<file path="config.mk">
export PLATFORM = sky130hd
export DESIGN_NAME = pipe_ctrl
export DESIGN_NICKNAME = d
export VERILOG_FILES = /design/src/rtl/pipe_ctrl_pkg.sv /design/src/rtl/pipe_ctrl_vec.sv /design/src/rtl/pipe_ctrl.sv
export SDC_FILE = /design/constraint.sdc
export NUM_CORES = 1
export LEC_CHECK = 0
export BUFFER_PORTS_ARGS = -buffer_cell sky130_fd_sc_hd__buf_2
export CAP_MARGIN = 20
export CELL_PAD_IN_SITES_DETAIL_PLACEMENT = 2
export CELL_PAD_IN_SITES_GLOBAL_PLACEMENT = 2
export CORE_MARGIN = 1
export CORE_UTILIZATION = 19
export DETAILED_ROUTE_END_ITERATION = 10
export PLACE_DENSITY = 0.87
export RECOVER_POWER = 100
export SKIP_CTS_REPAIR_TIMING = 1
export SYNTH_ARGS = -nofsm -noshare
export SYNTH_HDL_FRONTEND = slang
export SYNTH_SLANG_ARGS = --single-unit
</file>
<file path="constraint.sdc">
create_clock -name clk -period 2.2 [get_ports clk]
set_input_delay 0.11 -clock clk [delete_from_list [all_inputs] [get_ports clk]]
set_output_delay 0.11 -clock clk [all_outputs]
set_load 0.02 [all_outputs]
</file>
<file path="src/rtl/pipe_ctrl_pkg.sv">
// Shared definitions for the pipeline control unit: exception codes,
// enable levels, default redirect vectors and the flush FSM state type.
package pipe_ctrl_pkg;

    // Exception codes as delivered by the mem stage
    localparam logic [31:0] EXC_INTERRUPT    = 32'h0000_0001;
    localparam logic [31:0] EXC_SYSCALL      = 32'h0000_0008;
    localparam logic [31:0] EXC_INST_INVALID = 32'h0000_000a;
    localparam logic [31:0] EXC_OV           = 32'h0000_000c;
    localparam logic [31:0] EXC_TRAP         = 32'h0000_000d;
    localparam logic [31:0] EXC_ERET         = 32'h0000_000e;

    localparam logic [31:0] ZERO_WORD  = 32'h0000_0000;
    localparam logic        STOP       = 1'b1;
    localparam logic        RST_ENABLE = 1'b1;

    // Default redirect targets
    localparam logic [31:0] DEF_INT_VEC = 32'h0000_0020;
    localparam logic [31:0] DEF_EXC_VEC = 32'h0000_0040;

    typedef enum logic {
        ST_RUN   = 1'b0,
        ST_FLUSH = 1'b1
    } flush_state_e;

endpackage

</file>
<file path="src/rtl/pipe_ctrl_vec.sv">
// Redirect target decode: maps an exception code (and the EPC for eret)
// onto the PC the pipeline must restart from. Purely combinational.
module pipe_ctrl_vec
    import pipe_ctrl_pkg::*;
#(
    parameter logic [31:0] INT_VEC = DEF_INT_VEC,
    parameter logic [31:0] EXC_VEC = DEF_EXC_VEC
) (
    input  logic [31:0] excepttype_i,
    input  logic [31:0] cp0_epc_i,
    output logic [31:0] vec_o
);

    // Interrupts and eret have dedicated targets; every other code traps to EXC_VEC
    always_comb begin
        vec_o = EXC_VEC;
        case (excepttype_i)
            EXC_INTERRUPT: vec_o = INT_VEC;
            EXC_ERET:      vec_o = cp0_epc_i;
            EXC_SYSCALL, EXC_INST_INVALID, EXC_OV, EXC_TRAP: vec_o = EXC_VEC;
            default:       vec_o = EXC_VEC;
        endcase
    end

endmodule

</file>
<file path="src/rtl/pipe_ctrl.sv">
// Pipeline control unit: deepest-stall-wins merge of stall requests,
// multi-cycle exception flush sequencing with redirect target, stall
// watchdog and a saturating stall-cycle counter.
module pipe_ctrl
    import pipe_ctrl_pkg::*;
#(
    parameter int                 STAGES        = 6,
    parameter int                 NSRC          = 4,
    parameter int                 DW            = 3,
    parameter logic [NSRC*DW-1:0] SRC_DEPTH     = {3'd2, 3'd4, 3'd3, 3'd2},
    parameter int                 FLUSH_LEN     = 1,
    parameter logic [31:0]        INT_VEC       = DEF_INT_VEC,
    parameter logic [31:0]        EXC_VEC       = DEF_EXC_VEC,
    parameter int                 STALL_TIMEOUT = 0
) (
    input  logic              clk,
    input  logic              rst,
    input  logic [NSRC-1:0]   stall_req_i,
    input  logic [31:0]       excepttype_i,
    input  logic [31:0]       cp0_epc_i,
    input  logic              perf_clr_i,
    output logic [STAGES-1:0] stall_o,
    output logic              flush_o,
    output logic [31:0]       new_pc_o,
    output logic              stall_timeout_o,
    output logic [31:0]       stall_cycles_o
);

    localparam int FCW = $clog2(FLUSH_LEN + 1);

    flush_state_e             state_q, state_d;
    logic [FCW-1:0]           fcnt_q, fcnt_d;
    logic [31:0]              pc_hold_q, pc_hold_d;
    logic [31:0]              stall_cycles_q, stall_cycles_d;

    logic [NSRC-1:0][STAGES-1:0] src_mask;
    logic [STAGES-1:0]           stall_resolved;
    logic [31:0]                 exc_vec;
    logic                        exc_now;

    // Each requesting source stalls stages 0..depth
    for (genvar gi = 0; gi < NSRC; gi++) begin : g_src
        localparam int DEPTH = int'(SRC_DEPTH[gi*DW +: DW]);
        for (genvar gj = 0; gj < STAGES; gj++) begin : g_bit
            assign src_mask[gi][gj] = (stall_req_i[gi] == STOP) && (gj <= DEPTH);
        end
    end

    // OR of all masks equals the mask of the deepest requester
    always_comb begin
        stall_resolved = '0;
        for (int i = 0; i < NSRC; i++) begin
            stall_resolved = stall_resolved | src_mask[i];
        end
    end

    pipe_ctrl_vec #(
        .INT_VEC (INT_VEC),
        .EXC_VEC (EXC_VEC)
    ) u_vec (
        .excepttype_i (excepttype_i),
        .cp0_epc_i    (cp0_epc_i),
        .vec_o        (exc_vec)
    );

    // A new exception is only accepted in RUN; during FLUSH the inputs come from flushed instructions
    assign exc_now = (state_q == ST_RUN) && (excepttype_i != ZERO_WORD);

    // Flush FSM state, flush counter, held target and perf counter registers
    always_ff @(posedge clk) begin
        if (rst == RST_ENABLE) begin
            state_q        <= ST_RUN;
            fcnt_q         <= '0;
            pc_hold_q      <= ZERO_WORD;
            stall_cycles_q <= ZERO_WORD;
        end else begin
            state_q        <= state_d;
            fcnt_q         <= fcnt_d;
            pc_hold_q      <= pc_hold_d;
            stall_cycles_q <= stall_cycles_d;
        end
    end

    // Flush FSM next state: enter FLUSH for the remaining FLUSH_LEN-1 cycles
    always_comb begin
        state_d   = state_q;
        fcnt_d    = fcnt_q;
        pc_hold_d = pc_hold_q;
        case (state_q)
            ST_RUN: begin
                if (exc_now) begin
                    pc_hold_d = exc_vec;
                    if (FLUSH_LEN > 1) begin
                        state_d = ST_FLUSH;
                        fcnt_d  = FCW'(FLUSH_LEN - 1);
                    end
                end
            end
            ST_FLUSH: begin
                fcnt_d = fcnt_q - 1'b1;
                if (fcnt_q <= FCW'(1)) begin
                    state_d = ST_RUN;
                end
            end
            default: begin
                state_d = ST_RUN;
                fcnt_d  = '0;
            end
        endcase
    end

    // Outputs: flush overrides stalls; everything is quiet while reset is held
    always_comb begin
        stall_o  = '0;
        flush_o  = 1'b0;
        new_pc_o = ZERO_WORD;
        if (rst != RST_ENABLE) begin
            if (state_q == ST_FLUSH) begin
                flush_o  = 1'b1;
                new_pc_o = pc_hold_q;
            end else if (exc_now) begin
                flush_o  = 1'b1;
                new_pc_o = exc_vec;
            end else begin
                stall_o  = stall_resolved;
            end
        end
    end

    // Saturating stall-cycle counter; clear beats increment
    always_comb begin
        stall_cycles_d = stall_cycles_q;
        if (perf_clr_i) begin
            stall_cycles_d = ZERO_WORD;
        end else if (stall_o[0] && (stall_cycles_q != 32'hFFFF_FFFF)) begin
            stall_cycles_d = stall_cycles_q + 32'd1;
        end
    end

    assign stall_cycles_o = stall_cycles_q;

    if (STALL_TIMEOUT > 0) begin : g_wdog
        localparam int SCW = $clog2(STALL_TIMEOUT + 1);
        localparam logic [SCW-1:0] TO_MAX = SCW'(STALL_TIMEOUT);

        logic [SCW-1:0] scnt_q, scnt_d;
        logic           timeout_q, timeout_d;
        logic           stall_any;

        assign stall_any = |stall_o;

        // Watchdog registers
        always_ff @(posedge clk) begin
            if (rst == RST_ENABLE) begin
                scnt_q    <= '0;
                timeout_q <= 1'b0;
            end else begin
                scnt_q    <= scnt_d;
                timeout_q <= timeout_d;
            end
        end

        // Count consecutive stalled cycles, saturating; flag once the limit is reached
        always_comb begin
            scnt_d = '0;
            if (stall_any) begin
                scnt_d = (scnt_q == TO_MAX) ? scnt_q : scnt_q + 1'b1;
            end
            timeout_d = stall_any && (scnt_d == TO_MAX);
        end

        assign stall_timeout_o = timeout_q;
    end else begin : g_no_wdog
        assign stall_timeout_o = 1'b0;
    end

endmodule
</file>
==> results by group <==
Global route
  – Vias in the first global route: 3066
  – GRT Residual Overflow: 0
  – First-pass GRT wire length: 15.0 mm
  – Antenna violations before repair: 0
  – Total GRT Usage: 0.161
  – Largest net degree at the start of global routing: 37

Place
  – Placed Area: 3160 um2
  – Routability cong.: roughly 0.75
  – HPWL after detailed placement: 7.60 mm
  – Input/output buffers: 140
  – Pre-CTS setup slack: -176 ps
  – Placed insts: ~570

STA
  – Relative slew margins: 0.509
  – Hold Fails Final Rpt: 0
  – Clock skew: 5.53 ps
  – Max Clk Rate: 476 MHz
  – Measured slew at the worst slew-check pin: 734 ps
  – Final min period: 2100 ps
  – Setup violators final: 0
  – Hold Slack: 165 ps
  – Final Cycle Share: 0.956
  – Max-slew violation count: 0
  – Slack of the critical path: 97.7 ps
  – RSZ-0062 raised after global routing: no

Setup path
  – Critical path class: in2out
  – CP arrival: 1990 ps
  – Required @ worst endpoint: ~2100 ps
  – Max FO, Critical Path: 30
  – Worst Setup Start Kind: input pin
  – Setup crit end kind: primary output

CTS
  – CTS Buf Count: 5
  – Root Driver: clkbuf_16
  – CTS tree: built
  – H-tree levels: 2
  – Clock sinks: 32
  – Clk pin slew, worst setup/hold paths: 50 ps
  – Worst-skew pair later-pin latency: between 200 and 300 ps
  – Clk buf depth: 2

Drt
  – Remaining antenna violation count after routing: 0
  – 1st-iter DRT viols: 83
  – Drt pass-1 iters: 5
  – DR vias/cell: 5.05
  – Total Wirelength: 10.0 mm
  – Via count: 2926
  – DRC viols: 0
  – WL/cell: ~17 um

Logic synthesis
  – Mapped Cells: approximately 280
  – Syn_area_per_cell: 7.76 um2
  – Post-Syn Area: 2150 um2
  – Top post-synthesis cells by area: dfxtp_1, and2_1, or4_1, a21oi_1, o31ai_1
  – Yosys top cell area share: 0.298
  – Largest area contributor in the netlist: dfxtp_1
  – Seq cells post-synth: 32
  – Top_reg_cell synth: dfxtp_1
  – Sequential element share of the synthesized area: 0.298
  – Unique masters post-synth: 39
  – YS warnings: 0
  – EDFF count, synth: 0
  – Async set or reset register ratio after synthesis: 0

Die
  – Die Footprint: between 10000 and 15000 um2
  – Die Y: 108 um
  – Row cnt: 38
  – Core footprint: between 10000 and 15000 um2
  – Starting Density: 0.197
  – Die X: around 110 um
  – IO Pins: around 140

Layout
  – Max reg flops: 32
  – Synth-to-Final Area Change: 58.0%
  – Final net count: 510
  – Final cell utilization of the core: 0.311
  – Final instance area: 3400 um2
  – Fraction of layout cells with a size suffix above 1: 0.374
  – Fin cells: 579
  – Ant diodes: 0

Power and ir drop
  – Leakage power: 1.31 nW
  – Power Density: 435 nW/um2
  – Peak VDD IR: 199 uV

Worst hold path
  – Hold WC Path Type: in2reg

Outcome
  – Status: finished clean

Flow run
  – Max cap viols: 0
## worst max-delay path, stage by stage
cell,delay [ps]
buf_2,100
nor4_1,310
nand3_1,310
or2_1,390
nor3_2,250
buf_12,190
and2_1,150
clkbuf_2,170
## cell usage in the layout (no fill, tap or decap), drive strengths merged
master and n:
nor4b 1, and2 31, a211o 2, bufinv 1, o211ai 3, clkbuf 73, a31oi 1, o2111ai 1
nand3 12, or2 4, nand4b 2, ha 1, a41o 2, a21oi 26, mux2i 5, o21bai 2
and4 7, buf 105, nand3b 1, or3 11, conb 2, nor2 12, nand2 14, dfxtp 32
nand4 16, clkinvlp 1, inv 3, and3 3, o21ai 6, nand2b 1, clkinv 1, nor4 12
or4 22, o31ai 17, nor3 5, a22oi 1
## cell usage after synthesis, types with 2 or more instances
| library cell | count |
|---|---|
| nand3_1 | 12 |
| or4_1 | 20 |
| a211o_1 | 2 |
| inv_1 | 3 |
| nor4_1 | 12 |
| a41o_1 | 2 |
| o21ai_0 | 6 |
| and3_1 | 3 |
| nand4_1 | 16 |
| nor3_1 | 5 |
| and2_1 | 31 |
| buf_6 | 2 |
| nand2_1 | 14 |
| o31ai_1 | 17 |
| a21oi_1 | 26 |
| mux2i_1 | 5 |
| nor2_1 | 12 |
| o211ai_1 | 3 |
| and4_1 | 7 |
| nand4b_1 | 2 |
| or4_4 | 2 |
| or2_2 | 3 |
| buf_4 | 4 |
| clkbuf_1 | 13 |
| o21bai_1 | 2 |
| dfxtp_1 | 32 |
| or3_1 | 9 |
## where the power goes
| part | switching [mW] | leakage, nW | total [mW] | internal (mW) |
|---|---|---|---|---|
| combinational | 0.0528 | 0.965 | 0.113 | 0.0601 |
| clock | 0.252 | 0.0808 | 0.784 | 0.532 |
| sequential | 0.00000000000290 | 0.259 | 0.579 | 0.579 |
| total | 0.305 | 1.31 | 1.48 | 1.17 |
## path summary, 6_finish.rpt
path,start,end,slack [ps],depth (start not counted)
setup / recovery,excepttype_i[27],new_pc_o[25],100,8
hold / removal,perf_clr_i,stall_cycles_o[31],170,3
setup reg to reg,stall_cycles_o[8],stall_cycles_o[30],120,6
hold reg to reg,stall_cycles_o[31],stall_cycles_o[31],500,2
## cells by family (layout without fill, tap and decap cells)
logic type	after synthesis	count (layout)	share of synthesized area
flip-flops	32	32	0.298
AO/OA/AOI/OAI	61	61	0.179
multiplexers	5	5	0.0233
adder cells (fa/ha/maj)	1	1	0.00582
other	1	2	0.00174
AND/OR/NAND/NOR	153	154	0.436
buffers and inverters	24	184	0.0559
## metrics by stage
stage,power [mW],TNS [ps]
2_1_floorplan,0.624,0
3_3_place_gp,0.699,-2320
3_5_place_dp,0.704,-3800
4_1_cts,1.50,-269
5_1_grt,1.53,0
6_report,1.48,0
## routing by layer
metal	vias to the layer above	global-route usage	wire (um)	part of all wire
li1	1387	-	-	-
met1	1427	0.178	3940	0.39
met2	104	0.305	5350	0.53
met3	8	0.0319	633	0.063
met4	0	0.0483	112	0.011
met5	-	0	0	0
## area by class of cell
class / instances / area (um2)
fillers: 1308 / 7540
multi-input cells: 223 / 1460
repair buffers: 172 / 936
flip-flops and latches: 32 / 647
well taps: 140 / 175
clock buffers: 6 / 129
clock inverters: 2 / 35.0
inverters: 4 / 18.8
Power figures use the tool's default switching activity.
